<file path="src/rtl/scsi_port_pkg.sv">
// Shared types and constants for the SCSI port strobe sequencer.
// Optional IORDY wait-state input is enabled by defining PORT_IORDY_EN.
package scsi_port_pkg;

    typedef enum logic [2:0] {
        IDLE    = 3'd0,
        SETUP   = 3'd1,
        STROBE  = 3'd2,
        HOLD    = 3'd3,
        RECOVER = 3'd4
    } state_e;

    typedef enum logic [1:0] {
        SEL_CSS  = 2'd0,
        SEL_CSX0 = 2'd1,
        SEL_CSX1 = 2'd2,
        SEL_NONE = 2'd3
    } sel_e;

    localparam logic [15:0] RD_NONE = 16'hFFFF;

    function automatic int unsigned max_u(input int unsigned a, input int unsigned b);
        return (a > b) ? a : b;
    endfunction

endpackage

</file>
<file path="src/rtl/scsi_port_seq.sv">
// Timed strobe sequencer: drives chip selects, _IOR/_IOW and P_DATA with programmable
// setup/strobe/hold/recovery timing. Define PORT_IORDY_EN to add the IORDY wait input.
module scsi_port_seq
    import scsi_port_pkg::*;
#(
    parameter int unsigned SETUP_CYC    = 1,
    parameter int unsigned STROBE_CYC   = 3,
    parameter int unsigned HOLD_CYC     = 1,
    parameter int unsigned RECOVERY_CYC = 2
) (
    input  logic        clk,
    input  logic        rst,
    input  logic        req_i,
    input  logic        rnw_i,
    input  logic [1:0]  sel_i,
    input  logic [15:0] wdata_i,
    output logic [15:0] rdata_o,
    output logic        ack_o,
    output logic        busy_o,
    input  logic [15:0] p_data_in_i,
    output logic [15:0] p_data_out_o,
    output logic        p_data_oe_o,
    output logic        css_n_o,
    output logic        csx0_n_o,
    output logic        csx1_n_o,
    output logic        ior_n_o,
`ifdef PORT_IORDY_EN
    output logic        iow_n_o,
    input  logic        iordy_i
`else
    output logic        iow_n_o
`endif
);

    localparam int unsigned MAX_CYC = max_u(max_u(SETUP_CYC, STROBE_CYC),
                                            max_u(HOLD_CYC, RECOVERY_CYC));
    localparam int unsigned CNT_W   = $clog2(MAX_CYC) + 1;

    localparam logic [CNT_W-1:0] SETUP_LD   = CNT_W'(SETUP_CYC - 1);
    localparam logic [CNT_W-1:0] STROBE_LD  = CNT_W'(STROBE_CYC - 1);
    localparam logic [CNT_W-1:0] HOLD_LD    = CNT_W'(HOLD_CYC - 1);
    localparam logic [CNT_W-1:0] RECOVER_LD = CNT_W'(RECOVERY_CYC - 1);

    state_e           state_q, state_d;
    logic [CNT_W-1:0] cnt_q, cnt_d;
    logic             armed_q, armed_d;
    logic             rnw_q, rnw_d;
    sel_e             sel_q, sel_d;
    logic [15:0]      wdata_q, wdata_d;
    logic [15:0]      rdata_q, rdata_d;
    logic             ack_q, ack_d;
    logic             busy_q, busy_d;
    logic             oe_q, oe_d;
    logic             css_n_q, css_n_d;
    logic             csx0_n_q, csx0_n_d;
    logic             csx1_n_q, csx1_n_d;
    logic             ior_n_q, ior_n_d;
    logic             iow_n_q, iow_n_d;
    logic             iordy_ok;
    logic             in_phase;

`ifdef PORT_IORDY_EN
    assign iordy_ok = iordy_i;
`else
    assign iordy_ok = 1'b1;
`endif

    // Next state, captured request fields and registered-output next values
    always_comb begin
        state_d  = state_q;
        cnt_d    = cnt_q;
        rnw_d    = rnw_q;
        sel_d    = sel_q;
        wdata_d  = wdata_q;
        rdata_d  = rdata_q;
        armed_d  = armed_q;
        in_phase = 1'b0;

        // A REQ still high after the ACK cycle disarms until REQ is seen low
        if (!req_i) begin
            armed_d = 1'b1;
        end else if (ack_q) begin
            armed_d = 1'b0;
        end

        unique case (state_q)
            IDLE: begin
                if (req_i && armed_q) begin
                    state_d = SETUP;
                    cnt_d   = SETUP_LD;
                    rnw_d   = rnw_i;
                    sel_d   = sel_e'(sel_i);
                    wdata_d = wdata_i;
                end
            end
            SETUP: begin
                if (cnt_q == '0) begin
                    state_d = STROBE;
                    cnt_d   = STROBE_LD;
                end else begin
                    cnt_d = cnt_q - CNT_W'(1);
                end
            end
            STROBE: begin
                if (cnt_q != '0) begin
                    cnt_d = cnt_q - CNT_W'(1);
                end else if (iordy_ok) begin
                    state_d = HOLD;
                    cnt_d   = HOLD_LD;
                    if (rnw_q) begin
                        rdata_d = (sel_q == SEL_NONE) ? RD_NONE : p_data_in_i;
                    end
                end
            end
            HOLD: begin
                if (cnt_q == '0) begin
                    state_d = RECOVER;
                    cnt_d   = RECOVER_LD;
                end else begin
                    cnt_d = cnt_q - CNT_W'(1);
                end
            end
            RECOVER: begin
                if (cnt_q == '0) begin
                    state_d = IDLE;
                    cnt_d   = '0;
                end else begin
                    cnt_d = cnt_q - CNT_W'(1);
                end
            end
            default: begin
                state_d = IDLE;
                cnt_d   = '0;
            end
        endcase

        in_phase = (state_d == SETUP) || (state_d == STROBE) || (state_d == HOLD);
        css_n_d  = !(in_phase && (sel_d == SEL_CSS));
        csx0_n_d = !(in_phase && (sel_d == SEL_CSX0));
        csx1_n_d = !(in_phase && (sel_d == SEL_CSX1));
        ior_n_d  = !((state_d == STROBE) && rnw_d && (sel_d != SEL_NONE));
        iow_n_d  = !((state_d == STROBE) && !rnw_d && (sel_d != SEL_NONE));
        oe_d     = in_phase && !rnw_d;
        ack_d    = (state_q == HOLD) && (state_d == RECOVER);
        busy_d   = (state_d != IDLE);
    end

    always_ff @(posedge clk or posedge rst) begin
        if (rst) begin
            state_q  <= IDLE;
            cnt_q    <= '0;
            armed_q  <= 1'b1;
            rnw_q    <= 1'b1;
            sel_q    <= SEL_NONE;
            wdata_q  <= '0;
            rdata_q  <= '0;
            ack_q    <= 1'b0;
            busy_q   <= 1'b0;
            oe_q     <= 1'b0;
            css_n_q  <= 1'b1;
            csx0_n_q <= 1'b1;
            csx1_n_q <= 1'b1;
            ior_n_q  <= 1'b1;
            iow_n_q  <= 1'b1;
        end else begin
            state_q  <= state_d;
            cnt_q    <= cnt_d;
            armed_q  <= armed_d;
            rnw_q    <= rnw_d;
            sel_q    <= sel_d;
            wdata_q  <= wdata_d;
            rdata_q  <= rdata_d;
            ack_q    <= ack_d;
            busy_q   <= busy_d;
            oe_q     <= oe_d;
            css_n_q  <= css_n_d;
            csx0_n_q <= csx0_n_d;
            csx1_n_q <= csx1_n_d;
            ior_n_q  <= ior_n_d;
            iow_n_q  <= iow_n_d;
        end
    end

    assign rdata_o      = rdata_q;
    assign ack_o        = ack_q;
    assign busy_o       = busy_q;
    assign p_data_out_o = wdata_q;
    assign p_data_oe_o  = oe_q;
    assign css_n_o      = css_n_q;
    assign csx0_n_o     = csx0_n_q;
    assign csx1_n_o     = csx1_n_q;
    assign ior_n_o      = ior_n_q;
    assign iow_n_o      = iow_n_q;

endmodule
</file>
<file path="config.mk">
export PLATFORM = sky130hd
export DESIGN_NAME = scsi_port_seq
export DESIGN_NICKNAME = d
export VERILOG_FILES = /design/src/rtl/scsi_port_pkg.sv /design/src/rtl/scsi_port_seq.sv
export SDC_FILE = /design/constraint.sdc
export NUM_CORES = 1
export LEC_CHECK = 0
export ABC_AREA = 0
export CORE_ASPECT_RATIO = 1.2
export CORE_MARGIN = 1
export CORE_UTILIZATION = 40
export DETAILED_ROUTE_END_ITERATION = 8
export PLACE_DENSITY = 0.82
export SYNTH_ARGS = -nofsm -noshare
export SYNTH_HDL_FRONTEND = slang
export SYNTH_SLANG_ARGS = --single-unit
</file>
<file path="constraint.sdc">
create_clock -name clk -period 1.8 [get_ports clk]
set_input_delay 0.27 -clock clk [delete_from_list [all_inputs] [get_ports clk]]
set_output_delay 0.27 -clock clk [all_outputs]
set_load 0.05 [all_outputs]
</file>
* Word-level counts from Yosys, hierarchy flattened
Index checks and enable logic that the tools add are counted.
** Word-level totals
- Flip-flop bits (word level) :: 50
- Output and inout port bits :: 40
- Logic and storage cells :: 75
** Operators by class
- Add/subtract/negate cells :: 1
- Eq/ne operators :: 14
- Mux-type cells :: 19
- Bitwise gates (word level) :: 1
- Reductions and logical operators :: 25
** Operators by type and width (count)
- 3-bit 2-to-1 mux :: 10
- 3-bit case mux with 5 select lines :: 2
- 16-bit 2-to-1 mux :: 1
- 3-bit by 2-bit == test with 1-bit output (second input constant) :: 4
- 1-bit logical AND :: 10
- 3-bit by 1-bit == test with 1-bit output (second input constant) :: 2
- 3-bit == test (second input constant) :: 2
- 1-bit zero test :: 6
- 3-bit zero test :: 2
- 3-bit nonzero test :: 2
- 2-bit == test (second input constant) :: 2
- 1-bit 2-to-1 mux :: 4
- 2-bit 2-to-1 mux :: 2
- 2-bit != test (second input constant) :: 2
- 3-bit AND reduction :: 1
- 3-bit by 1-bit subtractor with 3-bit output (second input constant) :: 1
- 2-bit by 1-bit == test with 1-bit output (second input constant) :: 1
- 2-bit zero test :: 1
- 1-bit logical OR :: 2
- 2-bit by 1-bit != test with 1-bit output (second input constant) :: 1
- 2-bit AND reduction :: 1
- 1-bit NOT :: 1

* Depth between registers and ports, before layout
- Word-level depth :: 8
- Depth in mapped cells :: 5
- Gate-level depth less buffers :: 3

* Worst setup path before layout
Ideal clock, no wire load.
- Path type :: reg2reg
- From :: register armed_q
- To :: register wdata_q[0] (netlist: p_data_out_o[0])
- Library setup time :: 0.125 ns
- Arrival :: 1.429 ns
- Data required time :: 1.675 ns
- Setup slack :: 0.247 ns
- Stages on the path, launching flop included :: 5
- Clock period less this slack :: 1.553 ns
- Path through :: dfstp_2 -> nand4bb_4 -> nor2_4 -> buf_6 -> mux2_2
** Between the ends
- Word-level cells in the longest chain between the ends :: 2
** RTL lines
- start, declared :: line scsi_port_seq.sv:46 : logic armed_q, armed_d;
- start signal, assigned :: line scsi_port_seq.sv:168 : armed_q <= armed_d;
- 1-bit logical AND :: line scsi_port_seq.sv:88 : if (req_i && armed_q) begin
- 2-bit AND reduction (no source line)
- end signal, assigned :: line scsi_port_seq.sv:171 : wdata_q <= wdata_d;
- end, declared :: line scsi_port_seq.sv:49 : logic [15:0] wdata_q, wdata_d;
Every way passes these cells.
A chain may end at the register's enable or synchronous reset.

* Final worst setup path
- From :: register wdata_q[7] (netlist: p_data_out_o[7])
- To :: output port p_data_out_o[7]
** RTL lines
- end, declared :: line scsi_port_seq.sv:21 : output logic [15:0] p_data_out_o,
No word-level cell between the ends.

==> metrics.md <==
| Metric | Value |
|---|---|
| Status | `finished, violations left` |
| Failing checks | `DRC` |
| FFs w/ async S/R, synth | `1.00` |
| DRC Markers | `6` |
| Yosys top cell area share | `0.455` |
| Crit. End Element | `output pin` |
| RSZ-0062 raised after global routing | `no` |
| Dpl cells | `310` |
| CP top delay family | `buffers and inverters` |
| Final period utilization | `0.972` |
| Skew-Pair Late Insertion Delay | `290 ps` |
| Max_cap viols | `0` |
| Startpoint Class | `register` |
| Final setup vio count | `0` |
| Complex-gate fraction of the synthesized area | `0.0682` |
| Initial Util | `0.420` |
| WP buf/inv | `1` |
| CTS max path bufs | `2` |
| Most common cell after layout, fill and taps aside | `clkdlybuf4s50_1` |
| Number of flops mapped to enable cells by yosys | `0` |
| Total GRT Usage | `0.159` |
| Vias in the first global route | `1,592` |
| Gate Count Post-Synth | `170` |
| Synth area leaders | `dfrtp_1 45%, mux2_2 12%, dfstp_2 10%` |
| First-pass GRT wire length | `7420 um` |
| PortBufs | `77` |
| H-tree depth | `2` |
| Max FO, Critical Path | `2` |
| Slowest CP cell | `clkdlybuf4s50_1` |
| Post-Synth Adder-Cell Area | `0` |
| Unique cell type count in the Yosys netlist | `43` |
| Top_reg_cell synth | `dfrtp_1` |
| Overflow after GRT | `0` |
| I/O pin cnt | `78` |
| Post-synthesis register bit count | `50` |
| Register area share after synthesis | `0.559` |
| Diode count | `0` |
| Reg clk slew, reported paths | `90 ps` |
| Die width | `70.6 um` |
| Yosys top cell by area | `dfrtp_1` |
| Commonest cells after routing, fill and taps aside | `67 x clkdlybuf4s50_1, 41 x dfrtp_1, 24 x mux2_2` |
| Root buffer cell | `clkbuf_8` |
| Share of cells above drive strength 1 | `0.301` |
| Chip height | `84.3 um` |
| Final hold viol count | `0` |
| Slowest stage delay, CP | `810 ps` |
| Non-filler instance count after layout | `318` |
| GPL Wtd Cong | `0.766` |
| PwrDens | `2140 nW/um2` |
| Post-DP HPWL | `3210 um` |
| XOR/XNOR Fraction of Synth Area | `0.00388` |
| ANT nets after route | `0` |
| Critical Path Stages | `1` |
| Worst endpoint required time | `1530 ps` |
| Worst Tran Pin Value | `531 ps` |
| Die footprint | `5950 um2` |
| Layout area overhead | `44.2%` |
| # rows | `29` |
| Mean Syn Cell Area | `13.3 um2` |
| Routed WL | `4480 um` |
| Critical Path Sink | `p_data_out_o[7]` |
| Worst Setup SP | `p_data_out_o[7]$_DFFE_PP0P_` |
| Vias post-DR | `1,607` |
| Cts bufs inserted | `5` |
| Final Skew | `7.41 ps` |
| Hold-fix buffers, CTS | `0` |
| FF-to-FF setup slack | `190 ps` |
| Leakage | `1.35 nW` |
| Via-to-Cell Ratio | `5.05` |
| Mapped Nets | `208` |
| Routed WL per cell | `14.1 um` |
| WP data arrival | `1480 ps` |
| Reg2reg end | `rdata_o[10]$_DFFE_PP0P_` |
| CORE AREA | `5370 um2` |
| Main combinational cell family by area after synthesis | `multiplexers` |
| Highest Clock Rate | `572 MHz` |
| CTS sink cnt | `50` |
| Synth warn | `0` |
| Slew headroom | `0.641` |
| R2R depth | `4` |
| Nets | `293` |
| Setup tns final | `0 ps` |
| Count of pins over their slew limit | `0` |
| Post-synthesis cell area | `2260 um2` |
| CP Cell Sequence | `clkdlybuf4s50_1` |
| Synth Area in Simple Gates | `0.145` |
| Worst Hold Slack | `324 ps` |
| Largest net degree at the start of global routing | `51` |
| Worst r2r src | `state_q[1]$_DFF_PP0_` |
| Post-synthesis mux area share | `0.186` |
| Worst hold path type | `input port to async pin` |
| CTS tree | `built` |
| DR pass1 iterations | `6` |
| Fill count | `428` |
| Critical path class | `register to output pin` |
| Starting DRT DRC Count | `66` |
| Fin crit period | `1750 ps` |
| Initial antenna violation count | `0` |
| Max VDD drop | `1.36 mV` |
-- how the worst min path moves through the flow --
stage | startpoint | endpoint | slack (ps) | cells after the start
floorplan | req_i | armed_q$_DFFE_PP1P_ | 340 | 1
global placement | ack_o$_DFF_PP0_ | armed_q$_DFFE_PP1P_ | 400 | 1
detailed placement | ack_o$_DFF_PP0_ | armed_q$_DFFE_PP1P_ | 420 | 1
CTS | rst | p_data_out_o[5]$_DFFE_PP0P_ | 340 | 3
global route | rst | p_data_out_o[13]$_DFFE_PP0P_ | 340 | 3
finish | rst | p_data_out_o[0]$_DFFE_PP0P_ | 320 | 3
-- where the power goes --
group / leakage, nW / internal (mW) / switching, mW
clock network: 0.0618 / 0.457 / 0.365
registers: 0.583 / 1.70 / 0.339
logic: 0.709 / 1.69 / 2.43
-- kinds of logic after synthesis --
| logic type | count (synthesis) |
|---|---|
| flip-flops | 50 |
| AND/OR/NAND/NOR | 48 |
| multiplexers | 34 |
| AO/OA/AOI/OAI | 23 |
| buffers and inverters | 14 |
| XOR/XNOR | 1 |
-- what timing repair did --
item	CTS	global route
setup endpoints to repair	0	1
buffers inserted	0	0
gates resized for setup	0	1
-- per-layer routing --
| layer | track usage | vias to the layer above | part of all wire |
|---|---|---|---|
| met5 | 0 | - | 0 |
| met4 | 0.0618 | 0 | 0.021 |
| met3 | 0.0360 | 8 | 0.058 |
| met2 | 0.274 | 52 | 0.50 |
| met1 | 0.194 | 781 | 0.42 |
| li1 | - | 766 | - |
-- cells in the mapped netlist (all sizes together) (2+ instances only) --
library cell  count
nand2             6
a211oi            2
nand3             3
mux2             34
nor3              2
a31oi             3
nor2              3
nor4b             3
nand2b           17
a21oi             3
dfstp             9
o21ai             7
inv               5
clkbuf            3
nor2b             2
or3               2
buf               6
dfrtp            41
-- per-stage QoR --
step / total power, mW / setup WS (ps) / area (um2) / util
2_1_floorplan: 4.90 / 247 / 2260 / -
3_3_place_gp: 6.12 / 50.3 / 3130 / 0.583
3_5_place_dp: 6.19 / 30.5 / 3130 / 0.583
4_1_cts: 7.04 / 28.9 / 3250 / 0.606
5_1_grt: 7.35 / 2.41 / 3250 / 0.606
6_report: 6.98 / 50.8 / 3250 / 0.606
-- layout make-up --
class / instances / area [um2] / area share
Multi-Input combinational cell: 106 / 911 / 0.280
Clock inverter: 2 / 38.8 / 0.0119
Sequential cell: 50 / 1260 / 0.388
Clock buffer: 6 / 82.6 / 0.0254
Tap cell: 62 / 77.6 / 0.0238
Inverter: 5 / 18.8 / 0.00577
Timing Repair Buffer: 87 / 863 / 0.265
-- state kept, by name, indices dropped and copies added, names as in the netlist, 2 cells and up --
name,flops
cnt_q,3
p_data_out_o,16
rdata_o,16
sel_q,2
state_q,3
(Power assumes the default switching activity.)
